$ cat src/rtl/ps2_pkg.sv
// ============================================================================
// Module      : ps2_pkg
// Description : Shared constants and frame FSM state type for the PS/2 RX.
// Revision    : 1.0 - initial release
// ============================================================================
`default_nettype none

package ps2_pkg;

    localparam logic [7:0] PS2_EXT = 8'hE0;
    localparam logic [7:0] PS2_BRK = 8'hF0;

    typedef enum logic [1:0] {
        IDLE   = 2'd0,
        DATA   = 2'd1,
        PARITY = 2'd2,
        STOP   = 2'd3
    } frame_state_e;

endpackage

`default_nettype wire

$ cat src/rtl/ps2_clk_filter.sv
// ============================================================================
// Module      : ps2_clk_filter
// Description : 2-flop synchronisers for PS/2 clock/data plus clock debounce;
//               emits the filtered clock and a one-cycle falling-edge strobe.
// Revision    : 1.0 - initial release
// ============================================================================
`default_nettype none

module ps2_clk_filter #(
    parameter int FILTER_LEN = 8
) (
    input  logic clk,
    input  logic resetn,
    input  logic ps2_clk_i,
    input  logic ps2_dat_i,
    output logic fclk_o,
    output logic fall_o,
    output logic dat_o
);

    localparam int             CW       = $clog2(FILTER_LEN + 1);
    localparam logic [CW-1:0]  CNT_LAST = CW'(FILTER_LEN - 1);

    logic [1:0]    clk_sync_q;
    logic [1:0]    dat_sync_q;
    logic          fclk_q;
    logic          fall_q;
    logic [CW-1:0] cnt_q;

    always_ff @(posedge clk or negedge resetn) begin
        if (!resetn) begin
            clk_sync_q <= 2'b11;
            dat_sync_q <= 2'b11;
            fclk_q     <= 1'b1;
            fall_q     <= 1'b0;
            cnt_q      <= '0;
        end else begin
            clk_sync_q <= {clk_sync_q[0], ps2_clk_i};
            dat_sync_q <= {dat_sync_q[0], ps2_dat_i};
            fall_q     <= 1'b0;
            // Any sample matching the current level restarts the run count.
            if (clk_sync_q[1] == fclk_q) begin
                cnt_q <= '0;
            end else if (cnt_q == CNT_LAST) begin
                cnt_q  <= '0;
                fclk_q <= ~fclk_q;
                fall_q <= fclk_q;
            end else begin
                cnt_q <= cnt_q + 1'b1;
            end
        end
    end

    assign fclk_o = fclk_q;
    assign fall_o = fall_q;
    assign dat_o  = dat_sync_q[1];

endmodule

`default_nettype wire

$ cat src/rtl/ps2_keyboard_rx.sv
// ============================================================================
// Module      : ps2_keyboard_rx
// Description : PS/2 keyboard receiver presenting the currently held scan code
//               as a registered level, with parity/stop/timeout checking.
// Revision    : 1.0 - initial release
// ============================================================================
`default_nettype none

module ps2_keyboard_rx
    import ps2_pkg::*;
#(
    parameter int FILTER_LEN     = 8,
    parameter int TIMEOUT_CYCLES = 50000
) (
    input  logic       clk,
    input  logic       resetn,
    input  logic       ps2_clk,
    input  logic       ps2_dat,
    output logic [7:0] keyboard_data,
    output logic       byte_valid,
    output logic       frame_err
);

    localparam int            TW      = $clog2(TIMEOUT_CYCLES + 1);
    localparam logic [TW-1:0] TO_LAST = TW'(TIMEOUT_CYCLES - 1);

    logic fclk;
    logic fall;
    logic dat;

    ps2_clk_filter #(
        .FILTER_LEN (FILTER_LEN)
    ) u_filter (
        .clk       (clk),
        .resetn    (resetn),
        .ps2_clk_i (ps2_clk),
        .ps2_dat_i (ps2_dat),
        .fclk_o    (fclk),
        .fall_o    (fall),
        .dat_o     (dat)
    );

    frame_state_e  state_q;
    logic [2:0]    bit_cnt_q;
    logic [7:0]    shift_q;
    logic          par_q;
    logic [TW-1:0] to_cnt_q;
    logic          ext_q;
    logic          brk_q;
    logic [7:0]    kd_q;
    logic          byte_valid_q;
    logic          frame_err_q;

    // The extended prefix is tracked for completeness only; it never alters the code.
    logic unused_ok;
    assign unused_ok = ^{ext_q, fclk};

    always_ff @(posedge clk or negedge resetn) begin
        if (!resetn) begin
            state_q      <= IDLE;
            bit_cnt_q    <= '0;
            shift_q      <= '0;
            par_q        <= 1'b0;
            to_cnt_q     <= '0;
            ext_q        <= 1'b0;
            brk_q        <= 1'b0;
            kd_q         <= 8'h00;
            byte_valid_q <= 1'b0;
            frame_err_q  <= 1'b0;
        end else begin
            byte_valid_q <= 1'b0;
            frame_err_q  <= 1'b0;
            if (fall) begin
                to_cnt_q <= '0;
                case (state_q)
                    IDLE: begin
                        if (!dat) begin
                            state_q   <= DATA;
                            bit_cnt_q <= '0;
                        end
                    end
                    DATA: begin
                        shift_q   <= {dat, shift_q[7:1]};
                        bit_cnt_q <= bit_cnt_q + 3'd1;
                        if (bit_cnt_q == 3'd7) begin
                            state_q <= PARITY;
                        end
                    end
                    PARITY: begin
                        par_q   <= dat;
                        state_q <= STOP;
                    end
                    STOP: begin
                        state_q <= IDLE;
                        if ((^{shift_q, par_q}) && dat) begin
                            byte_valid_q <= 1'b1;
                            if (shift_q == PS2_EXT) begin
                                ext_q <= 1'b1;
                            end else if (shift_q == PS2_BRK) begin
                                brk_q <= 1'b1;
                            end else begin
                                if (!brk_q) begin
                                    kd_q <= shift_q;
                                end else if (shift_q == kd_q) begin
                                    kd_q <= 8'h00;
                                end
                                ext_q <= 1'b0;
                                brk_q <= 1'b0;
                            end
                        end else begin
                            frame_err_q <= 1'b1;
                            ext_q       <= 1'b0;
                            brk_q       <= 1'b0;
                        end
                    end
                    default: state_q <= IDLE;
                endcase
            end else if (state_q != IDLE) begin
                if (to_cnt_q == TO_LAST) begin
                    state_q     <= IDLE;
                    to_cnt_q    <= '0;
                    frame_err_q <= 1'b1;
                    ext_q       <= 1'b0;
                    brk_q       <= 1'b0;
                end else begin
                    to_cnt_q <= to_cnt_q + 1'b1;
                end
            end else begin
                to_cnt_q <= '0;
            end
        end
    end

    assign keyboard_data = kd_q;
    assign byte_valid    = byte_valid_q;
    assign frame_err     = frame_err_q;

endmodule

`default_nettype wire
$ cat config.mk
export PLATFORM = sky130hd
export DESIGN_NAME = ps2_keyboard_rx
export DESIGN_NICKNAME = d
export VERILOG_FILES = /design/src/rtl/ps2_pkg.sv /design/src/rtl/ps2_clk_filter.sv /design/src/rtl/ps2_keyboard_rx.sv
export SDC_FILE = /design/constraint.sdc
export NUM_CORES = 1
export LEC_CHECK = 0
export CAP_MARGIN = 20
export CORE_ASPECT_RATIO = 0.9
export CORE_MARGIN = 2
export CORE_UTILIZATION = 25
export DETAILED_ROUTE_END_ITERATION = 7
export SETUP_SLACK_MARGIN = 0.02
export SLEW_MARGIN = 40
export SYNTH_ARGS = -nofsm -noshare
export SYNTH_HDL_FRONTEND = slang
export SYNTH_SLANG_ARGS = --single-unit
$ cat constraint.sdc
create_clock -name clk -period 2.9 [get_ports clk]
set_input_delay 0.29 -clock clk [delete_from_list [all_inputs] [get_ports clk]]
set_output_delay 0.29 -clock clk [all_outputs]
set_load 0.01 [all_outputs]
# Word level (Yosys, flattened, before mapping)
# Index checks and enable logic that the tools add are counted.
# W data, S select, Z words.
[word_totals] word_cells=83 in_bits=4 out_inout_bits=10 regBits=51
[op_classes] addsub=3 eq_ne=16 n_mux=32 n_bitwise=4 n_reduce_logical=14
[op_table] cell="$mux W16" n=3
[op_table] cell="$mux W1" n=17
[op_table] cell="$add A16 B1 Y16 const B" n=1
[op_table] cell="$eq A16 B16 Y1 const B" n=1
[op_table] cell="$eq A8 B8 Y1 const B" n=2
[op_table] cell="$mux W8" n=2
[op_table] cell="$mux W2" n=5
[op_table] cell="$ne A3 B3 Y1 const B" n=3
[op_table] cell="$reduce_xor A9 Y1" n=1
[op_table] cell="$eq A8 B8 Y1" n=1
[op_table] cell="$mux W4" n=2
[op_table] cell="$pmux W2 S4" n=1
[op_table] cell="$reduce_and A4 Y1" n=2
[op_table] cell="$reduce_bool A2 Y1" n=4
[op_table] cell="$pmux W3 S2" n=1
[op_table] cell="$reduce_and A2 Y1" n=3
[op_table] cell="$reduce_and A6 Y1" n=1
[op_table] cell="$add A4 B1 Y4 const B" n=1
[op_table] cell="$eq A2 B2 Y1 const B" n=2
[op_table] cell="$eq A4 B3 Y1 const B" n=1
[op_table] cell="$ne A2 B2 Y1 const B" n=2
[op_table] cell="$not A1 Y1" n=4
[op_table] cell="$add A3 B1 Y3 const B" n=1
[op_table] cell="$eq A3 B3 Y1 const B" n=1
[op_table] cell="7 further kinds" n=7

# Longest topological paths before layout
# Gate-level depths: netlist of the first run.
[depth] ltp_word=6 ltp_mapped=7 ltp_nobuf=7

# Hierarchy
# From an unflattened synthesis of the first run, not the netlist that was laid out.
[hier_totals] hier_cells=229 area_unflattened_um2=2555.0
[modules_own_cells] module="ps2_keyboard_rx" n_inst=1 cells_per_inst=206 area_per_inst_um2=2190.9
[modules_own_cells] module="ps2_clk_filter" n_inst=1 cells_per_inst=23 area_per_inst_um2=364.1

# Worst setup path after synthesis of the first run
# Ideal clock, no wire load.
[synth_path] path_kind="register -> register" startpoint="register shift_q[3]" endpoint="register brk_q" path_stages_with_launch=6 setup_time_ps=125 arrival_time_ps=2031 path_slack_ps=744 path_buffers=0 cell_sequence="dfrtp_1 -> xor2_1 -> xnor3_1 -> or4b_1 -> a31oi_1 -> mux2_2"
[synth_via] elab_chain_cells=6
[synth_lines] element="start, declared" line_no="ps2_keyboard_rx.sv:45" text="logic [7:0] shift_q;"
[synth_lines] element="start signal, assigned" line_no="ps2_keyboard_rx.sv:83" text="shift_q <= {dat, shift_q[7:1]};"
[synth_lines] element="$eq A8 B8 Y1" line_no="ps2_keyboard_rx.sv:99" text="end else if (shift_q == PS2_BRK) begin"
[synth_lines] element="$mux W1" line_no="ps2_keyboard_rx.sv:99"
[synth_lines] element="$mux W1" line_no="ps2_keyboard_rx.sv:97" text="if (shift_q == PS2_EXT) begin"
[synth_lines] element="$mux W1" line_no="ps2_keyboard_rx.sv:95" text="if ((^{shift_q, par_q}) && dat) begin"
[synth_lines] element="$mux W1" line_no="ps2_keyboard_rx.sv:75" text="case (state_q)"
[synth_lines] element="$mux W1" line_no="ps2_keyboard_rx.sv:73" text="if (fall) begin"
[synth_lines] element="end signal, assigned" line_no="ps2_keyboard_rx.sv:100" text="brk_q <= 1'b1;"
[synth_lines] element="end signal, assigned" line_no="ps2_keyboard_rx.sv:108" text="brk_q <= 1'b0;"
[synth_lines] element="end signal, assigned" line_no="ps2_keyboard_rx.sv:113" text="brk_q <= 1'b0;"
[synth_lines] element="end, declared" line_no="ps2_keyboard_rx.sv:49" text="logic brk_q;"
# Parallel ways exist; a longest one is shown, timed or not. The select of a mux whose other input is x is not followed.
# A chain may end at the register's enable or synchronous reset.

# Worst setup path after layout of the first run
# Same ends and word-level chain as after synthesis.

==> results of run 1 <==
## cells by family after synthesis
family          count (synthesis)  share of synthesized area (%)
flops                          51                           51.3
xor+xnor                       28                           11.0
simple gates                  106                           21.8
mux                            15                           6.55
compound gates                 16                           3.75
buf+inv                        11                           1.70
fa+ha+maj                       8                           4.00
## area by class of cell
type / count / area, sq um / share of cell area [%]
clock buffers: 6 / 72.6 / 2.49
clock inverters: 2 / 60.1 / 2.06
inverters: 5 / 18.8 / 0.645
multi-input cells: 173 / 1180 / 40.4
flip-flops and latches: 51 / 1280 / 44.1
well taps: 126 / 158 / 5.42
repair buffers: 15 / 143 / 4.90
## flip-flops by register name (all words and copies together) (netlist names)
signal	flops
keyboard_data	8
state_q	2
brk_q	1
par_q	1
u_filter.fclk_o	1
to_cnt_q	16
u_filter.fall_o	1
u_filter.clk_sync_q	2
u_filter.cnt_q	4
frame_err	1
shift_q	8
byte_valid	1
bit_cnt_q	3
u_filter.dat_sync_q	2
## per-layer routing
layer / vias up / share of wire (%) / track usage [%] / routed length, um
met5: - / 0 / 0 / 0
met2: 18 / 46 / 14.2 / 2060
met3: 4 / 2.9 / 2.18 / 130
met4: 0 / 0.81 / 2.43 / 36
met1: 829 / 50 / 12.6 / 2240
li1: 833 / - / - / -
## placed cells by master (no fill, tap or decap), types with 3 or more instances in the layout
cell | Yosys | final
a21oi_1 | 5 | 5
and3_1 | 4 | 4
clkbuf_8 | 0 | 5
clkdlybuf4s50_1 | 0 | 12
dfrtp_1 | 46 | 46
dfstp_2 | 5 | 5
ha_1 | 8 | 8
inv_1 | 5 | 5
mux2_2 | 11 | 11
mux2i_1 | 4 | 4
nand2_1 | 38 | 38
nand3_1 | 6 | 6
nand4_1 | 7 | 7
nor2_1 | 18 | 18
nor2b_1 | 10 | 10
nor3_1 | 3 | 3
o21ai_0 | 6 | 6
xnor2_1 | 19 | 19
xor2_1 | 7 | 7
## per-stage QoR
stage	instances	hold slack, ns	utilization [%]	cell area [sq um]
global placement	369	0.301	28.5	2770
detailed placement	369	0.305	28.5	2770
global route	378	0.370	30.0	2910
floorplan	235	-0.00559	-	2500
finish	378	0.359	30.0	2910
CTS	378	0.365	30.0	2910
## report_power, final
| group | total (mW) | internal [mW] | switching, mW |
|---|---|---|---|
| Clock | 0.576 | 0.345 | 0.231 |
| Combinational | 0.0671 | 0.0329 | 0.0342 |
| Sequential | 0.762 | 0.742 | 0.0200 |
## critical path, stage by stage, from the launching register on
cell,delay [ns]
dfrtp_1,0.46
xor2_1,0.19
xnor3_1,0.47
or4b_1,0.52
a31oi_1,0.21
mux2_2,0.35
## what timing repair did
item | CTS | global route
hold endpoints to repair | 23 | 0
hold buffers | 1 | 0
buffers inserted | 0 | 0
## path summary, 6_finish.rpt
check	startpoint	depth (start not counted)	slack, ns	endpoint
setup reg to reg	shift_q[3]$_DFFE_PN0P_	5	0.59	brk_q$_DFFE_PN0P_
hold / removal	u_filter.dat_sync_q[0]$_DFF_PN1_	0	0.36	u_filter.dat_sync_q[1]$_DFF_PN1_
min in group asynchronous	resetn	2	0.49	shift_q[1]$_DFFE_PN0P_
hold reg to reg	u_filter.dat_sync_q[0]$_DFF_PN1_	0	0.36	u_filter.dat_sync_q[1]$_DFF_PN1_
max in group asynchronous	resetn	3	1.62	u_filter.dat_sync_q[0]$_DFF_PN1_
setup / recovery	shift_q[3]$_DFFE_PN0P_	5	0.59	brk_q$_DFFE_PN0P_
==> impl_metrics.csv, run 1 <==
group,metric,value,unit
critical_path,crit_fanout,6,
cts,cts.htree.levels,2,
cts,cts_buffers,5,
floorplan,ios,14,
synthesis,synth_top_cell_by_area,"dfrtp_1",
sta,maxSlewHeadroom,64.2,%
sta,slew_violations,0,
synthesis,synth.top_cell.area_share,46.0,%
flow_run,cap_violations,0,
synthesis,synth_common_cells,"dfrtp_1, nand2_1, xnor2_1, nor2_1, mux2_2",
hold_path,hp-class,"register to register",
global_routing,grt_max_degree,29,
synthesis,synthCells,235,
drt,viasPerCell,4.46,
cts,clockBufferDepth,2,
final_layout,area_delta_synth_final,16.4,%
synthesis,synth_cell_types,39,
sta,post-route-period-util,79.6,%
drt,first_iter_violations,110,
floorplan,die_w,109,um
sta,fin_setup_tns,0,ns
synthesis,ys_seq_area_share,51.3,%
floorplan,start_util,25.8,%
sta,setup_viol,0,
place,pre_cts_ws,0.625,ns
power,power.density,483,mW/mm^2
drt,final_antenna_net_count,0,
sta,rsz0062_at_grt,"no",
power,leakagePower,1.28,nW
sta,tightest_slew,0.538,ns
place,hpwl,3130,um
synthesis,ys_seq_elements,51,
synthesis,synthTopCellsByArea,"dfrtp_1, xnor2_1, nand2_1",
synthesis,syn-num-nets,247,
sta,fin_ws,0.592,ns
critical_path,worst-endpoint-required,3.09,ns
cts,clk_pin_slew,0.09,ns
global_routing,antenna_found_initial,0,
cts,cts_resized,0,
global_routing,grt_usage,9.09,%
sta,hold_viol,0,
final_layout,n_fill_cell,1018,
synthesis,netlist_area,0.00250,sq mm
power,finalPower,1.41,mW
drt,drtPass1Iterations,4,
drt,wl_per_cell,11.8,um
outcome,outcome,"completed",
cts,clkSinkCount,51,
synthesis,ys.flop_type,"dfrtp_1",
floorplan,dieArea,0.0108,sq mm
global_routing,grt_pass1_vias,1700,
critical_path,endpoint_kind,"register",
cts,root_buffer,"clkbuf_8",
critical_path,startpoint_type,"register",
floorplan,core_area,0.00970,sq mm
cts,clock_latency,0.30,ns
drt,vias,1684,
sta,skew,0.0102,ns
power,irDropWorstVdd,0.000200,V
critical_path,critPathKind,"register to register",
place,port_buffers,13,
floorplan,die_y,98.9,um
drt,wl,4470,um
place,routabilityCongestion,0.775,
final_layout,nNetsFinal,263,
synthesis,yosysWarnings,0,
sta,fin_crit,2.31,ns
synthesis,yosysMostFrequentCell,"dfrtp_1",
drt,route.detailed.drc,0,
sta,timing.fmax,0.433,GHz
final_layout,antenna_cells,0,
synthesis,async_reset_ff_share,100,%
final_layout,drive_above_1_share,11.1,%
cts,cts_tree,"done",
synthesis,synth_edf_count,0,
critical_path,arrival,2.49,ns
floorplan,fp-row-count,34,
global_routing,grt.overflow.total,0,
global_routing,grt_pass1_wl,7960,um
synthesis,syn_area_per_cell,10.6,sq um
No activity file was read; power rests on OpenSTA's default activity.
==> run 2, diff against run 1 <==
==> constraint.sdc (replaced) <==
create_clock -name clk -period 1.8 [get_ports clk]
set_input_delay 0.18 -clock clk [delete_from_list [all_inputs] [get_ports clk]]
set_output_delay 0.18 -clock clk [all_outputs]
set_load 0.01 [all_outputs]
==> impl_metrics.csv, run 2 (same netlist as run 1, synthesis figures left out) <==
group,metric,value,unit
cts,cts_tree,"done",
cts,clk_pin_slew,0.10,ns
sta,hold_viol,0,
sta,maxSlewHeadroom,69.6,%
global_routing,grt_max_degree,34,
hold_path,min_delay_worst_endpoint,"u_filter.dat_sync_q[0]$_DFF_PN1_",
power,irDropWorstVdd,0.000376,V
sta,fin_setup_tns,-1.86,ns
floorplan,fp-row-count,34,
critical_path,r2r_end,"brk_q$_DFFE_PN0P_",
final_layout,largest_reg_flops,16,
global_routing,antenna_found_initial,0,
power,power_frac_clock,36.8,%
sta,post-route-period-util,121,%
outcome,outcome,"complete, but fails checks",
critical_path,crit_path_top_delay_cell,"or4b_1",
critical_path,worst-endpoint-required,1.99,ns
drt,wl,4940,um
cts,clock_latency,0.31,ns
drt,final_antenna_net_count,0,
sta,timing.fmax,0.459,GHz
cts,clkSinkCount,51,
final_layout,nNetsFinal,299,
global_routing,grt_pass1_vias,1858,
cts,cts_buffers,5,
critical_path,cpPeakStageDelay,0.51,ns
power,switching_power,460,uW
final_layout,n_fill_cell,997,
floorplan,start_util,25.8,%
sta,holdWs,0.282,ns
sta,tightest_slew,0.456,ns
floorplan,die_y,98.9,um
drt,first_iter_violations,71,
floorplan,core_area,0.00970,sq mm
power,combPwrFrac,5.6,%
final_layout,drive_above_1_share,25.0,%
global_routing,grt.overflow.total,0,
final_layout,final_cell_mix,"dfrtp_1, nand2_1, buf_4",
final_layout,multi_input_area,0.00127,sq mm
sta,skew,0.0146,ns
hold_path,hp-class,"input pin to register",
drt,route.detailed.drc,0,
power,power.density,654,mW/mm^2
critical_path,crit_fanout,2,
final_layout,final_common_cell,"dfrtp_1",
final_layout,area_delta_synth_final,30.2,%
flow_run,cap_violations,0,
critical_path,critPathKind,"register to register",
drt,wl_per_cell,11.9,um
hold_path,holdCritStartpoint,"ps2_dat",
critical_path,endpoint_kind,"register",
critical_path,path_buf_inv,0,
drt,drtPass1Iterations,4,
cts,cts.htree.levels,2,
place,hpwl,3470,um
critical_path,r2r_slack,-0.38,ns
final_layout,area.sequential,0.00128,sq mm
cts,root_buffer,"clkbuf_8",
floorplan,die_w,109,um
power,p_seq_share,57.6,%
sta,setup_viol,9,
power,p_int,1.67,mW
final_layout,antenna_cells,0,
critical_path,worstReg2RegStart,"shift_q[1]$_DFFE_PN0P_",
outcome,violations,"negative setup slack",
power,switching_share,21.6,%
floorplan,ios,14,
sta,fin_ws,-0.377,ns
drt,vias,1784,
cts,clockBufferDepth,2,
sta,rsz0062_at_grt,"yes",
critical_path,path_cells,"xnor2_1 > xnor3_1 > or4b_1 > a31oi_1 > mux2_2",
global_routing,grt_usage,10.0,%
power,leakagePower,1.48,nW
global_routing,grt_pass1_wl,8710,um
sta,slew_violations,0,
final_layout,top_register,"to_cnt_q",
drt,viasPerCell,4.31,
hold_path,worstHoldPathCells,1,
place,routabilityCongestion,0.771,
floorplan,dieArea,0.0108,sq mm
critical_path,startpoint_type,"register",
critical_path,cpLargestDelayFamily,"XOR/XNOR gates",
critical_path,r2r_cells,5,
critical_path,arrival,2.37,ns
place,port_buffers,13,
sta,fin_crit,2.18,ns
## run 2: metrics by stage
stage	setup slack [ns]	cells	cell area [sq um]	util [%]	total power, mW
after floorplan	-0.352	235	2510	-	1.31
after global routing	-0.484	414	3260	33.6	2.23
after detailed placement	-0.340	403	3040	31.4	1.37
final	-0.377	414	3260	33.6	2.13
after CTS	-0.382	414	3210	33.1	2.17
after global placement	-0.301	403	3040	31.4	1.36
## run 2: routing by layer
metal	share of wire [%]	track usage, %
met3	2.6	2.31
met4	0.93	3.12
met5	0	0
met2	47	16.0
met1	50	13.5
## run 2: worst max-delay path by stage
| stage | endpoint | slack (ns) | cells past startpoint | from |
|---|---|---|---|---|
| floorplan | brk_q$_DFFE_PN0P_ | -0.35 | 5 | shift_q[0]$_DFFE_PN0P_ |
| global placement | brk_q$_DFFE_PN0P_ | -0.30 | 5 | shift_q[0]$_DFFE_PN0P_ |
| detailed placement | brk_q$_DFFE_PN0P_ | -0.34 | 5 | shift_q[0]$_DFFE_PN0P_ |
| CTS | brk_q$_DFFE_PN0P_ | -0.38 | 5 | shift_q[0]$_DFFE_PN0P_ |
| global route | brk_q$_DFFE_PN0P_ | -0.48 | 5 | shift_q[1]$_DFFE_PN0P_ |
| finish | brk_q$_DFFE_PN0P_ | -0.38 | 5 | shift_q[1]$_DFFE_PN0P_ |
## run 2: layout make-up
cell class              instances  area share, %
clock buffers                   7           2.34
inverters                       5          0.576
flip-flops and latches         51           39.4
well taps                     126           4.84
multi-input cells             173           38.9
repair buffers                 51           13.1
clock inverters                 1          0.922
## run 2: worst register-to-register path, cell delays in order (launching register included)
cell and delay (ns):
dfrtp_1 0.40, xnor2_1 0.16, xnor3_1 0.43, or4b_1 0.51, a31oi_1 0.20, mux2_2 0.35
## run 2: power groups by stage
stage	combinational [mW]	clock (mW)	sequential, mW
floorplan	0.0719	0	1.24
global placement	0.117	0	1.25
detailed placement	0.123	0	1.25
CTS	0.124	0.817	1.23
global route	0.140	0.858	1.24
finish	0.119	0.784	1.23
## run 2: what timing repair did
item / CTS / global route
gates resized for setup: 6 / 9
hold endpoints to repair: 16 / 0
hold buffers: 1 / 0
pin swaps: 4 / 4
buffers inserted: 3 / 1
setup endpoints to repair: 10 / 13
